<file path="src/rtl/csa_resolve.sv">
// csa_resolve: chunk-serial carry-propagate resolver producing s + 2*c from a carry-save pair.
// Define CSA_RESOLVE_BYPASS_EN to fast-path pairs whose carry vector is zero.
module csa_resolve #(
    parameter int WIDTH = 16,
    parameter int CHUNK = 4
) (
    input  logic             clk,
    input  logic             rst,
    input  logic             in_valid,
    output logic             in_ready,
    input  logic [WIDTH-1:0] s,
    input  logic [WIDTH-1:0] c,
    output logic             out_valid,
    input  logic             out_ready,
    output logic [WIDTH+1:0] sum,
    output logic             busy
);
    localparam int W2 = WIDTH + 2;
    localparam int NCH = (W2 + CHUNK - 1) / CHUNK;
    localparam int IW = $clog2(NCH + 1);
    typedef enum logic [1:0] {IDLE, BUSY, DONE, BYP} state_t;
    state_t state;
    logic [W2-1:0] op_a, op_b, ins, mask;
    logic [IW-1:0] idx;
    logic carry;
    logic [31:0] sh;
    logic [CHUNK-1:0] a_sl, b_sl;
    logic [CHUNK:0] tmp;
    assign in_ready = state == IDLE;
    assign busy = state == BUSY;
    assign out_valid = state == DONE;
    // bits shifted past the top of sum fall off, which truncates the last chunk
    always_comb begin
        sh = 32'(idx) * 32'(CHUNK);
        a_sl = CHUNK'(op_a >> sh);
        b_sl = CHUNK'(op_b >> sh);
        tmp = {1'b0, a_sl} + {1'b0, b_sl} + {{CHUNK{1'b0}}, carry};
        ins = W2'(tmp[CHUNK-1:0]) << sh;
        mask = W2'({CHUNK{1'b1}}) << sh;
    end
    always_ff @(posedge clk or posedge rst) begin
        if (rst) begin
            state <= IDLE;
            op_a <= '0;
            op_b <= '0;
            idx <= '0;
            carry <= 1'b0;
            sum <= '0;
        end else begin
            case (state)
                IDLE: if (in_valid) begin
                    op_a <= {2'b0, s};
                    op_b <= {1'b0, c, 1'b0};
                    idx <= '0;
                    carry <= 1'b0;
                    state <= BUSY;
`ifdef CSA_RESOLVE_BYPASS_EN
                    if (c == '0) begin
                        sum <= {2'b0, s};
                        state <= BYP;
                    end
`endif
                end
                BUSY: begin
                    sum <= (sum & ~mask) | ins;
                    carry <= tmp[CHUNK];
                    idx <= idx + 1'b1;
                    if (idx == IW'(NCH - 1)) state <= DONE;
                end
                DONE: if (out_ready) state <= IDLE;
                // bypass holds one cycle so the result appears one edge after accept
                default: state <= DONE;
            endcase
        end
    end
endmodule

</file>
<file path="config.mk">
export PLATFORM = sky130hd
export DESIGN_NAME = csa_resolve
export DESIGN_NICKNAME = d
export VERILOG_FILES = /design/src/rtl/csa_resolve.sv
export SDC_FILE = /design/constraint.sdc
export NUM_CORES = 1
export LEC_CHECK = 0
export ABC_CLOCK_PERIOD_IN_PS = 7700
export BUFFER_PORTS_ARGS = -buffer_cell sky130_fd_sc_hd__clkbuf_2
export CAP_MARGIN = 30
export CORE_AREA = 2 2 87 89
export CTS_BUF_LIST = sky130_fd_sc_hd__clkbuf_8
export DETAILED_ROUTE_END_ITERATION = 8
export DIE_AREA = 0 0 89 91
export SLEW_MARGIN = 20
export SYNTH_ARGS = -nofsm -noshare
export SYNTH_HDL_FRONTEND = slang
export SYNTH_SLANG_ARGS = --single-unit
</file>
<file path="constraint.sdc">
create_clock -name clk -period 7.7 [get_ports clk]
set_input_delay 0.77 -clock clk [delete_from_list [all_inputs] [get_ports clk]]
set_output_delay 0.77 -clock clk [all_outputs]
set_load 0.01 [all_outputs]
</file>
==> results.sh <==
export IMPL_timing_rr_start="idx[1]$_DFFE_PP0P_"
export IMPL_rows=31
export IMPL_dpl_cell_area_mm2=0.00303
export IMPL_vias=1770
export IMPL_setup_tns_ns=0
export IMPL_areaGrowthSynthToFinish_pct=17.0
export IMPL_avgViaCountPerCell=4.86
export IMPL_synth_flop_cell="dfrtp_1"
export IMPL_die_area_mm2=0.00810
export IMPL_drc=0
export IMPL_rsz0062_at_grt="no"
export IMPL_rrSetupSlack_ns=4.86
export IMPL_start_util_pct=37.4
export IMPL_grt_usage_pct=14.1
export IMPL_crit_path_start_kind="flip-flop"
export IMPL_holdPathStages=2
export IMPL_clk_pin_slew_worst_paths_ns=0.09
export IMPL_post_place_ws_ns=4.82
export IMPL_grt_max_degree=57
export IMPL_path_cells="a21oi_1 > a2111oi_0 > o21ai_0 > fa_1 > inv_1 > fa_1 > xor2_1 > nand2_1 > o31ai_1"
export IMPL_skew_ns=0.00329
export IMPL_ys_ff_latch=56
export IMPL_fin_util_pct=43.8
export IMPL_clkLatencyLatePin_ns=0.29
export IMPL_grt_pass1_wl_um=8990
export IMPL_postSynthCellCount=212
export IMPL_drtIter0Drc=85
export IMPL_drt_wirelength_per_cell_um=14.2
export IMPL_worstMarginPinSlew_ns=0.712
export IMPL_cts_setup_buffers=0
export IMPL_cts_hold_buffers_added=0
export IMPL_die_h_um=91
export IMPL_hold_start="sum[8]$_DFFE_PP0P_"
export IMPL_tritoncts="yes"
export IMPL_highest_layer="met4"
export IMPL_antenna_found_initial=0
export IMPL_wl_met3_um=243
export IMPL_power_density_mw_per_mm2=447
export IMPL_wl_met1_um=2450
export IMPL_grt_ovfl_total=0
export IMPL_critPathKind="reg -> reg"
export IMPL_post_cts_resize_count=0
export IMPL_finalHoldViolCount=0
export IMPL_cp_common_cell="fa_1"
export IMPL_cts_buffers=5
export IMPL_diodes=0
export IMPL_syn_avg_cell_area_um2=12.6
export IMPL_post_route_min_period_ns=2.84
export IMPL_fin_area_mm2=0.00313
export IMPL_cts_root_buf="clkbuf_8"
export IMPL_yosys_cell_types_count=36
export IMPL_drt_first_pass_iters=4
export IMPL_ir_drop_mv=0.182
export IMPL_io_buffers=56
export IMPL_async_flop_share_pct=100
export IMPL_cp_startpoint="idx[1]$_DFFE_PP0P_"
export IMPL_design_core_area_mm2=0.00714
export IMPL_n_fill_cell=718
export IMPL_gp_congestion=0.764
export IMPL_grt_pass1_vias=1873
export IMPL_io_pins=57
export IMPL_total_power_mw=1.40
export IMPL_relSlewSlack_pct=52.5
export IMPL_slew_violations=0
export IMPL_met2_length_um=2460
export IMPL_synth_fp_nets=258
export IMPL_crit_fanout=18
export IMPL_ctsLongestPathBuffers=2
export IMPL_p_leak_nw=1.45
export IMPL_h_tree_depth=2
export IMPL_netlist_area_mm2=0.00267
export IMPL_antenna_left=0
export IMPL_yosys_warnings=0
export IMPL_wirelength_um=5170
export IMPL_drv_cap=0
export IMPL_fin_nets=312
export IMPL_fp_dieW_um=89
export IMPL_synth_seq_area_share_pct=52.4
export IMPL_worst_slack_ns=4.86
export IMPL_setup_viol_count_final=0
export IMPL_dpl_hpwl_um=3780
export IMPL_worstPathArrival_ns=3.04
export IMPL_r2r_end="sum[10]$_DFFE_PP0P_"
export IMPL_worstSetupEndpointType="flip-flop"
export IMPL_timing_final_crit_share_pct=36.9
export IMPL_reg2reg_depth=9
export IMPL_status="finished clean"
export IMPL_hp_class="reg -> reg"
export IMPL_cts_sinks=56
export IMPL_hold_end="sum[8]$_DFFE_PP0P_"
export IMPL_slowest_delay_ns=0.81
export IMPL_cp_required_ns=7.90
export IMPL_drive_gt1_share_pct=40.0
export IMPL_synth_edff_count=0
export IMPL_slowest_stage="dfrtp_1"
export IMPL_fmax_ghz=0.352
[how the worst max path moves through the flow]
| stage | depth (start not counted) | endpoint |
|---|---|---|
| floorplan | 10 | sum[10]$_DFFE_PP0P_ |
| global placement | 8 | sum[10]$_DFFE_PP0P_ |
| detailed placement | 9 | sum[10]$_DFFE_PP0P_ |
| CTS | 9 | sum[10]$_DFFE_PP0P_ |
| global route | 9 | sum[10]$_DFFE_PP0P_ |
| finish | 9 | sum[10]$_DFFE_PP0P_ |
[synth_stat cells (all sizes together) (3+ instances only)]
cell type  instances  area [µm²]
ha                 8         100
a21o               3        22.5
buf                9        61.3
nor2               4        15.0
nand4bb            3        33.8
mux4               7         158
nand2             26        97.6
nand3              3        20.0
o21ai             13        65.1
and2               6        37.5
dfrtp             56        1400
a21oi              4        20.0
inv               10        37.5
o31ai              7        52.6
mux2              31         349
[routing by layer]
| metal | vias to the layer above | global-route usage (%) |
|---|---|---|
| met1 | 868 | 19.7 |
| met3 | 2 | 3.18 |
| met4 | 0 | 3.98 |
| li1 | 859 | - |
| met5 | - | 0 |
| met2 | 41 | 21.8 |
[kinds of logic after synthesis]
family,synth area share [%]
mux,19.0
flops,52.4
compound gates,8.15
buf+inv,4.03
xor+xnor,0.328
simple gates,10.9
fa+ha+maj,5.24
[cell type report]
cell class | instances | area (µm²) | area share [%]
clock buffer | 5 | 68.8 | 2.20
sequential | 56 | 1400 | 44.8
clock inverter | 1 | 30.0 | 0.960
timing repair buffer | 58 | 295 | 9.44
multi-input combinational | 135 | 1170 | 37.4
inverter | 10 | 37.5 | 1.20
tap | 99 | 124 | 3.96
[worst max-delay path: cells and delay by family, from the launching register on]
kind / cells / cell delay (ns)
and+or+nand+nor: 1 / 0.11
DFF: 1 / 0.81
adders and majority gates: 2 / 0.60
buffers and inverters: 1 / 0.08
xor gates and xnor gates: 1 / 0.26
AOI/OAI and AO/OA: 4 / 0.89
[registers in the layout, summed over array words and instances (netlist names)]
register	count
sum	18
op_b	16
idx	3
op_a	16
carry	1
state	2
[placed cells by master (no fill, tap or decap), types with 2 or more instances in the layout]
master	instances
dfrtp_1	56
clkbuf_2	56
mux2_2	31
nand2_1	26
o21ai_0	13
inv_1	9
ha_1	8
o31ai_1	7
mux4_2	7
and2_1	6
clkbuf_8	5
nor2_1	4
a21oi_1	4
nand4bb_1	3
a21o_1	3
nor3b_4	2
nor2b_1	2
nand3_1	2
a32o_1	2
o22ai_1	2
fa_1	2
buf_4	2
[stage by stage]
step	std cells	hold WS [ns]
2_1_floorplan	212	0.475
3_3_place_gp	358	0.464
3_5_place_dp	358	0.470
4_1_cts	364	0.491
5_1_grt	364	0.522
6_report	364	0.483
[power by group]
part	internal [mW]	switching [mW]	leakage, nW	total, mW
sequential	0.437	0.120	0.680	0.556
clock	0.0935	0.0870	0.0501	0.181
combinational	0.331	0.331	0.723	0.662
(Power assumes the default switching activity.)
